===== src/rtl/nmt_host_request_issuer.sv =====
// Host request FIFO feeding the NMT core: issues held accesses,
// release pulses, and context-switch pulses on thread-address collision.
module nmt_host_request_issuer #(
  parameter int ADDR_W        = 9,
  parameter int THREAD_ADDR_W = 32,
  parameter int DEPTH         = 8,
  parameter int HOLD_CYCLES   = 2
) (
  input  logic                        clk,
  input  logic                        rst,
  input  logic                        req_valid,
  output logic                        req_ready,
  input  logic [ADDR_W-1:0]           req_addr,
  input  logic                        req_write,
  input  logic                        req_release,
  input  logic                        nmt_active,
  input  logic [THREAD_ADDR_W-1:0]    nmt_thread_address,
  output logic [ADDR_W-1:0]           used_address,
  output logic                        read_or_write,
  output logic                        req_active,
  output logic                        freed,
  output logic [ADDR_W-1:0]           freed_address,
  output logic                        context_switch,
  output logic [$clog2(DEPTH+1)-1:0]  fifo_count
);

  localparam int PW = $clog2(DEPTH);
  localparam int CW = $clog2(DEPTH+1);
  localparam int HW = (HOLD_CYCLES > 1) ? $clog2(HOLD_CYCLES) : 1;

  typedef enum logic [1:0] {IDLE, SWITCH, ISSUE, RELEASE} state_t;

  logic [ADDR_W+1:0] mem [DEPTH];

  state_t            state_q, state_d;
  logic [PW-1:0]     wptr_q, wptr_d;
  logic [PW-1:0]     rptr_q, rptr_d;
  logic [CW-1:0]     count_q, count_d;
  logic [HW-1:0]     hold_q, hold_d;
  logic [ADDR_W-1:0] cur_addr_q, cur_addr_d;
  logic              cur_write_q, cur_write_d;
  logic [ADDR_W-1:0] used_q, used_d;
  logic              rw_q, rw_d;
  logic              active_q, active_d;
  logic              freed_q, freed_d;
  logic [ADDR_W-1:0] faddr_q, faddr_d;
  logic              cs_q, cs_d;

  logic              push, pop, collide;
  logic [ADDR_W-1:0] head_addr;
  logic              head_write, head_rel;

  assign req_ready = (count_q != CW'(DEPTH));
  assign push      = req_valid && req_ready;
  assign pop       = (state_q == IDLE) && (count_q != '0);
  assign {head_addr, head_write, head_rel} = mem[rptr_q];
  assign collide   = nmt_active &&
                     (nmt_thread_address == THREAD_ADDR_W'(head_addr));

  always_ff @(posedge clk) begin
    if (push) mem[wptr_q] <= {req_addr, req_write, req_release};
  end

  always_comb begin
    wptr_d  = push ? wptr_q + 1'b1 : wptr_q;
    rptr_d  = pop  ? rptr_q + 1'b1 : rptr_q;
    count_d = count_q;
    unique case ({push, pop})
      2'b10:   count_d = count_q + 1'b1;
      2'b01:   count_d = count_q - 1'b1;
      default: count_d = count_q;
    endcase
  end

  // Outputs are computed for the next state and registered with it.
  always_comb begin
    state_d     = state_q;
    hold_d      = hold_q;
    cur_addr_d  = cur_addr_q;
    cur_write_d = cur_write_q;
    used_d      = used_q;
    faddr_d     = faddr_q;
    rw_d        = 1'b0;
    active_d    = 1'b0;
    freed_d     = 1'b0;
    cs_d        = 1'b0;
    unique case (state_q)
      IDLE: begin
        if (pop) begin
          cur_addr_d  = head_addr;
          cur_write_d = head_write;
          if (head_rel) begin
            state_d = RELEASE;
            freed_d = 1'b1;
            faddr_d = head_addr;
          end else if (collide) begin
            state_d = SWITCH;
            cs_d    = 1'b1;
          end else begin
            state_d  = ISSUE;
            active_d = 1'b1;
            used_d   = head_addr;
            rw_d     = head_write;
            hold_d   = HW'(HOLD_CYCLES - 1);
          end
        end
      end
      SWITCH: begin
        state_d  = ISSUE;
        active_d = 1'b1;
        used_d   = cur_addr_q;
        rw_d     = cur_write_q;
        hold_d   = HW'(HOLD_CYCLES - 1);
      end
      ISSUE: begin
        if (hold_q == '0) begin
          state_d = IDLE;
        end else begin
          hold_d   = hold_q - 1'b1;
          active_d = 1'b1;
          rw_d     = cur_write_q;
        end
      end
      RELEASE: state_d = IDLE;
      default: state_d = IDLE;
    endcase
  end

  always_ff @(posedge clk or posedge rst) begin
    if (rst) begin
      state_q     <= IDLE;
      wptr_q      <= '0;
      rptr_q      <= '0;
      count_q     <= '0;
      hold_q      <= '0;
      cur_addr_q  <= '0;
      cur_write_q <= 1'b0;
      used_q      <= '0;
      rw_q        <= 1'b0;
      active_q    <= 1'b0;
      freed_q     <= 1'b0;
      faddr_q     <= '0;
      cs_q        <= 1'b0;
    end else begin
      state_q     <= state_d;
      wptr_q      <= wptr_d;
      rptr_q      <= rptr_d;
      count_q     <= count_d;
      hold_q      <= hold_d;
      cur_addr_q  <= cur_addr_d;
      cur_write_q <= cur_write_d;
      used_q      <= used_d;
      rw_q        <= rw_d;
      active_q    <= active_d;
      freed_q     <= freed_d;
      faddr_q     <= faddr_d;
      cs_q        <= cs_d;
    end
  end

  assign used_address   = used_q;
  assign read_or_write  = rw_q;
  assign req_active     = active_q;
  assign freed          = freed_q;
  assign freed_address  = faddr_q;
  assign context_switch = cs_q;
  assign fifo_count     = count_q;

endmodule

===== config.mk =====
export PLATFORM = sky130hd
export DESIGN_NAME = nmt_host_request_issuer
export DESIGN_NICKNAME = d
export VERILOG_FILES = /design/src/rtl/nmt_host_request_issuer.sv
export SDC_FILE = /design/constraint.sdc
export NUM_CORES = 1
export LEC_CHECK = 0
export BUFFER_PORTS_ARGS = -buffer_cell sky130_fd_sc_hd__buf_2
export CAP_MARGIN = 20
export CORE_MARGIN = 4
export CORE_UTILIZATION = 30
export CTS_CLUSTER_SIZE = 40
export DETAILED_ROUTE_END_ITERATION = 8
export GPL_ROUTABILITY_DRIVEN = 0
export PLACE_DENSITY = 0.51
export SETUP_SLACK_MARGIN = 0.5
export SLEW_MARGIN = 15
export SYNTH_ARGS = -nofsm -noshare
export SYNTH_HDL_FRONTEND = slang
export SYNTH_SLANG_ARGS = --single-unit

===== constraint.sdc =====
create_clock -name clk -period 3.7 [get_ports clk]
set_input_delay 0.185 -clock clk [delete_from_list [all_inputs] [get_ports clk]]
set_output_delay 0.185 -clock clk [all_outputs]
set_load 0.02 [all_outputs]

==> metrics.md, run 1 <==
| Metric | Value |
|---|---|
| Status | completed |
| Core Area | 18,100 um2 |
| TritonCTS Sinks | 133 |
| First-pass GRT wire length | 19,500 um |
| Hold Vio Cnt, Final | 0 |
| Die X | 144 um |
| ANT nets after route | 0 |
| Starting Density | 30.6% |
| Final min period | 3.02 ns |
| Setup tns final | 0 ns |
| Yosys reg bits | 133 |
| Part of the Yosys area used for sequential elements | 68.0% |
| Yosys top cell area share | 47.7% |
| Tightest Pin Transition | 0.704 ns |
| Via density | 4.62 |
| Primary FF master, synth | edfxtp_1 |
| 1st-pass router iterations | 4 |
| LEAKAGE | 0.00270 uW |
| WL/cell | 17.0 um |
| Largest net degree at the start of global routing | 46 |
| Number of I/O port buffers | 73 |
| Clk_skew | 0.00754 ns |
| Reg power frac | 37.6% |
| Post-layout nets | 528 |
| GRT Total Usage | 12.7% |
| Die Ht | 144 um |
| CTS clk-pin slew, worst paths | 0.06 ns |
| Synthesized area | 5540 um2 |
| Critical Setup Path Class | reg -> reg |
| Sw Ratio | 34.9% |
| CTS H-tree depth | 4 |
| Post-route DRC | 0 |
| Average cell area after synthesis | 14.8 um2 |
| Comb pwr share | 36.6% |
| Max VDD drop | 0.397 mV |
| Top post-synthesis cells by area | edfxtp_1, dfrtp_1, mux4_2 |
| WL final | 12,200 um |
| Hpwl dp | 8390 um |
| Crit path DAT | 3.32 ns |
| Root Buffer | clkbuf_16 |
| PwrDens | 871 nW/um2 |
| Dpl ws | 0.321 ns |
| Fmax | 331 MHz |
| RSZ-0062 raised after global routing | no |
| Max-cap viol count | 0 |
| Initial antenna violation count | 1 |
| Layout cell share with drive strength beyond 1 | 32.8% |
| Gate Count Post-Synth | 375 |
| CTS Buf Count | 17 |
| Sw Pwr | 2080 uW |
| Setup WS post-layout | 0.681 ns |
| Critical Path Fanout Max | 12 |
| Tightest Hold Check Type | in -> reg |
| Synth async-reset ratio | 33.8% |
| DRT iter0 DRCs | 172 |
| Setup crit end kind | register |
| Int Pwr | 3880 uW |
| Die footprint | 20,700 um2 |
| Largest area contributor in the netlist | edfxtp_1 |
| Slew HR | 52.6% |
| Synth cell types | 40 |
| Post-Syn Nets | 428 |
| CP Launch Type | register |
| ANT cells | 0 |
| Gr ovfl total | 0 |
| FP Rows | 49 |
| Vias | 3,311 |
| I/O Pins | 74 |
| Clk_lat worst skew | 0.41 ns |
| Post-synth EDFFs | 88 |
| CTS Buffer Depth | 2 |
| Clock Power Share | 25.8% |
| Area growth syn-to-layout | 23.6% |
| Yosys Warn Count | 0 |
| CTS tree | built |
| Worst EP required | 4.00 ns |
| Final worst-path cycle share | 81.6% |
| Fin. max-slew vios | 0 |
| Vias in the first global route | 3,426 |
| Final setup vio count | 0 |
synth_stat cells (all sizes together) (5+ instances only):
| cell type | number |
|---|---|
| xnor2 | 7 |
| mux2i | 14 |
| o211ai | 9 |
| mux4 | 18 |
| or2 | 6 |
| dfrtp | 45 |
| buf | 8 |
| ha | 5 |
| nand3 | 12 |
| clkbuf | 8 |
| o21ai | 22 |
| nor4 | 6 |
| xor2 | 7 |
| nand2 | 53 |
| nor2 | 22 |
| mux2 | 5 |
| inv | 8 |
| edfxtp | 88 |
power groups by stage:
stage	sequential, uW	combinational (uW)	clock [uW]
6_report	2240	2180	1540
5_1_grt	2300	2450	1660
4_1_cts	2250	2200	1590
3_5_place_dp	2270	2190	0
3_3_place_gp	2250	2160	0
2_1_floorplan	2330	1430	0
what timing repair did:
item / CTS / global route
resized for setup: 1 / 3
hold endpoints to repair: 0 / 9
endpoints found under the setup margin: 14 / 12
hold buffers: 0 / 1
buffers inserted: 0 / 2
worst paths after layout:
path | startpoint | end | slack [ns] | depth (start not counted)
worst max-delay path | rptr_q[1] | hold_q | 0.68 | 8
worst min-delay path | req_write | mem[3][1] | 0.05 | 1
worst max register to register | rptr_q[1] | hold_q | 0.68 | 8
worst min register to register | cur_write_q | cur_write_q | 0.47 | 1
max in group asynchronous | rst | rptr_q[1] | 2.97 | 4
min in group asynchronous | rst | freed_address[5] | 0.23 | 3
per-layer routing:
layer | routed length, um | part of all wire (%) | up-vias | track usage (%)
li1 | - | - | 1592 | -
met1 | 5500 | 45 | 1629 | 16.7
met2 | 5950 | 49 | 75 | 19.7
met3 | 586 | 4.8 | 13 | 3.93
met4 | 124 | 1.0 | 2 | 4.81
met5 | 13 | 0.11 | - | 0
cell usage in the layout (no fill, tap or decap), types with 3 or more instances in the layout:
cell type / count
a21o_1: 3
a22o_1: 3
buf_2: 73
buf_4: 21
clkbuf_1: 3
clkbuf_16: 17
clkinv_2: 5
clkinv_4: 4
dfrtp_1: 43
edfxtp_1: 88
ha_1: 5
inv_1: 7
mux2_2: 5
mux2i_1: 12
mux4_2: 16
nand2_1: 53
nand2b_1: 4
nand3_1: 12
nor2_1: 22
nor3_1: 3
nor4_1: 6
o211ai_1: 9
o21ai_0: 22
or2_2: 4
or3_1: 3
xnor2_1: 7
xor2_1: 7
final cells by class:
class	instances	area, um2
fillers	1725	11200
flip-flops and latches	133	3770
multi-input cells	218	1650
repair buffers	97	564
clock buffers	20	437
well taps	229	287
clock inverters	12	106
inverters	8	30.0
cells by family (layout without fill, tap and decap cells):
logic type / after synthesis / count (layout) / share of synthesized area [%]
AO/OA/AOI/OAI: 40 / 40 / 4.40
XOR/XNOR: 14 / 14 / 2.21
adder cells (fa/ha/maj): 7 / 7 / 1.67
buffers and inverters: 24 / 137 / 2.24
flip-flops: 133 / 133 / 68.0
multiplexers: 37 / 37 / 11.3
AND/OR/NAND/NOR: 120 / 120 / 10.1
state kept, by name (all words and copies together) (netlist names), 2 cells and up:
register	flops
fifo_count	4
cur_addr_q	9
used_address	9
rptr_q	3
wptr_q	3
mem	88
freed_address	9
state_q	2
through the flow:
stage | hold WS [ns] | util [%] | area (um2) | power [uW] | instances
after global placement | 0.446 | 34.5 | 6250 | 4410 | 681
after global routing | 0.0322 | 37.9 | 6850 | 6410 | 717
after CTS | 0.0236 | 37.6 | 6790 | 6030 | 713
final | 0.0483 | 37.9 | 6850 | 5960 | 717
after floorplan | 0.284 | - | 5540 | 3760 | 375
after detailed placement | 0.466 | 34.5 | 6250 | 4460 | 681
critical path: stages (launching register included):
cell and delay [ns]:
dfrtp_4 0.53, buf_6 0.21, mux4_2 0.50, mux2i_1 0.25, xor2_1 0.18, nand3_1 0.09
or4_4 0.63, and2_4 0.22, or2_2 0.29
(Power assumes the default switching activity.)
==> run 2, diff against run 1 <==
--- a/config.mk
+++ b/config.mk
@@ -12,7 +12,7 @@
 export CTS_CLUSTER_SIZE = 40
 export DETAILED_ROUTE_END_ITERATION = 8
 export GPL_ROUTABILITY_DRIVEN = 0
-export PLACE_DENSITY = 0.51
+export PLACE_DENSITY = 0.53
 export SETUP_SLACK_MARGIN = 0.5
 export SLEW_MARGIN = 15
 export SYNTH_ARGS = -nofsm -noshare
==> constraint.sdc (replaced) <==
create_clock -name clk -period 2.4 [get_ports clk]
set_input_delay 0.12 -clock clk [delete_from_list [all_inputs] [get_ports clk]]
set_output_delay 0.12 -clock clk [all_outputs]
set_load 0.02 [all_outputs]
==> run 2 against run 1 <==
Effect of this change: the run now ends with setup timing left; combinational power is 120% higher; sequential cell count stayed put; design area is 12% higher; global-route usage is 0.23 points higher; critical path depth stayed put; sequential power is 53% higher; largest cell class unchanged.
==> metrics.md, run 2 (synthesis gave the netlist of run 1 again) <==
| Metric | Value |
|---|---|
| Status | complete, but fails checks |
| Failing checks | setup timing |
| Critical Path Fanout Max | 6 (-6) |
| Largest net degree at the start of global routing | 27 (-41%) |
| Hpwl dp | 8900 um (+6.0%) |
| CTS Buf Count | 17 (unchanged) |
| Vias | 3,555 (+7.4%) |
| Filler cells | 1,607 (-6.8%) |
| Total power draw | 10,900 uW (+83%) |
| FF-to-FF setup slack | -0.39 ns (-1.07 ns) |
| Launch point of the worst reg-to-reg path | rptr_q[1] |
| Most frequent cells in the layout | edfxtp_1, buf_2, buf_4 |
| Worst EP required | 2.70 ns (-1.30 ns) |
| Die X | 144 um (unchanged) |
| WL/cell | 17.1 um (+0.54%) |
| WL final | 13,200 um (+8.2%) |
| Gr ovfl total | 0 (unchanged) |
| First-pass GRT wire length | 20,000 um (+2.9%) |
| Final min period | 2.79 ns (-0.231 ns) |
| Worst setup startpoint | rptr_q[1] |
| FP Rows | 49 (unchanged) |
| CTS tree | built |
| Layout cell share with drive strength beyond 1 | 44.0% (+11 points) |
| CTS clk-pin slew, worst paths | 0.06 ns (about the same) |
| Number of I/O port buffers | 73 (unchanged) |
| Initial antenna violation count | 0 (-1) |
| Clk_skew | 0.00904 ns (+0.00151 ns) |
| Post-route DRC | 0 (unchanged) |
| 1st-pass router iterations | 4 (unchanged) |
| CP Launch Type | register |
| Crit path DAT | 3.09 ns (-0.23 ns) |
| RSZ-0062 raised after global routing | yes |
| ANT cells | 0 (unchanged) |
| Post-layout nets | 584 (+11%) |
| Final Hold Slack | 0.259 ns (+0.211 ns) |
| Setup WS post-layout | -0.388 ns (-1.07 ns) |
| CTS Buffer Depth | 2 (unchanged) |
| Crit path buffers/inverters | 1 (unchanged) |
| Critical Setup Path Class | reg -> reg |
| Commonest non-fill, non-tap cell in the layout | edfxtp_1 |
| Vias in the first global route | 3,658 (+6.8%) |
| Root Buffer | clkbuf_16 |
| Final worst-path cycle share | 116% (+35 points) |
| Clk_lat worst skew | 0.41 ns (about the same) |
| Max reg flops | 88 (unchanged) |
| Area growth syn-to-layout | 38.4% |
| ANT nets after route | 0 (unchanged) |
| Critical path's top delay family | simple AND/OR/NAND/NOR gates |
| Max-cap viol count | 0 (unchanged) |
| Worst R2R End | state_q[1] |
| Fin cells | 772 (+7.7%) |
| Max VDD drop | 0.559 mV (+41%) |
| I/O Pins | 74 (unchanged) |
| Register area | 3780 um2 (+0.13%) |
| Final setup vio count | 17 (+17) |
| Via density | 4.60 (-0.28%) |
| PwrDens | 1420 nW/um2 (+63%) |
| Tightest Hold Check Type | in -> reg |
| CP peak stage delay | 0.53 ns (-0.10 ns) |
| Final design utilization | 42.4% (+4.5 points) |
| Fin. max-slew vios | 0 (unchanged) |
| Core Area | 18,100 um2 (unchanged) |
| Die footprint | 20,700 um2 (unchanged) |
| Tightest Pin Transition | 0.585 ns (-0.118 ns) |
| Dpl cells | 698 (+2.5%) |
| DRT iter0 DRCs | 157 (-8.7%) |
| CTS H-tree depth | 4 (unchanged) |
| Starting Density | 30.6% (unchanged) |
| CP Depth | 8 (unchanged) |
| Setup crit end kind | register |
| Area of the multi-input gates | 1850 um2 (+12%) |
| Worst Hold Launch | nmt_thread_address[4] |
| Reg2reg path depth | 8 (unchanged) |
| Setup tns final | -5.22 ns (-5.22 ns) |
| CP max-delay cell | mux4_2 |
| GRT Total Usage | 12.9% (+0.23 points) |
| Hold Vio Cnt, Final | 0 (unchanged) |
| Most flops, register | mem |
| End point of the critical path | state_q[1] |
| Slew HR | 60.9% (+8.3 points) |
| Die Ht | 144 um (unchanged) |
| Fmax | 359 MHz (+8.3%) |
| LEAKAGE | 0.00305 uW (+13%) |
| TritonCTS Sinks | 133 (unchanged) |
| CP cell instances | buf_12, mux4_2, mux2i_4, xnor2_1, or4_1, or4_4, or2_4, a21o_1 |
[run 2: repair_timing]
action	CTS	global route
hold endpoints to repair	114	0
resized for setup	10	29
setup endpoints to repair	29	32
cloned	1	3
hold buffers	13	0
pin swaps	5	2
setup buffers	16	10
[run 2: worst min-delay path, cell delays in order]
cell     delay [ns]
buf_2          0.09
xor2_1         0.07
nand2_1        0.06
or4_4          0.13
or2_4          0.12
nor2_2         0.04
[run 2: worst min path at each step]
stage / endpoint / cells past startpoint / slack [ns]
3_3_place_gp: freed_address[5] / 2 / 0.21
5_1_grt: context_switch / 6 / 0.28
6_report: context_switch / 6 / 0.26
3_5_place_dp: freed_address[5] / 2 / 0.22
4_1_cts: state_q[0] / 6 / 0.27
2_1_floorplan: mem[0][0] / 0 / 0.22
[run 2: per-stage QoR]
| step | instance area, um2 | worst slack [ns] |
|---|---|---|
| global placement | 6510 | -0.376 |
| detailed placement | 6510 | -0.403 |
| finish | 7670 | -0.388 |
| CTS | 7420 | -0.382 |
| floorplan | 5660 | -0.337 |
| global route | 7670 | -0.472 |
[run 2: power by group]
group | total, uW | switching, uW | leakage [uW] | internal (uW)
combinational | 4830 | 2360 | 0.00141 | 2460
sequential | 3430 | 348 | 0.00134 | 3080
clock | 2630 | 978 | 0.000293 | 1650
total | 10900 | 3690 | 0.00305 | 7190
[run 2: area by class of cell]
class / count / area share, %
clock buffers: 18 / 5.60
clock inverters: 13 / 2.28
inverters: 8 / 0.490
multi-input cells: 218 / 24.2
flip-flops and latches: 133 / 49.3
well taps: 229 / 3.74
repair buffers: 153 / 14.4
[run 2: layer usage]
layer / wire (um) / up-vias / track usage [%]
li1: - / 1709 / -
met1: 5820 / 1757 / 16.1
met2: 6740 / 73 / 21.7
met3: 424 / 16 / 3.36
met4: 195 / 0 / 4.61
met5: 0 / - / 0
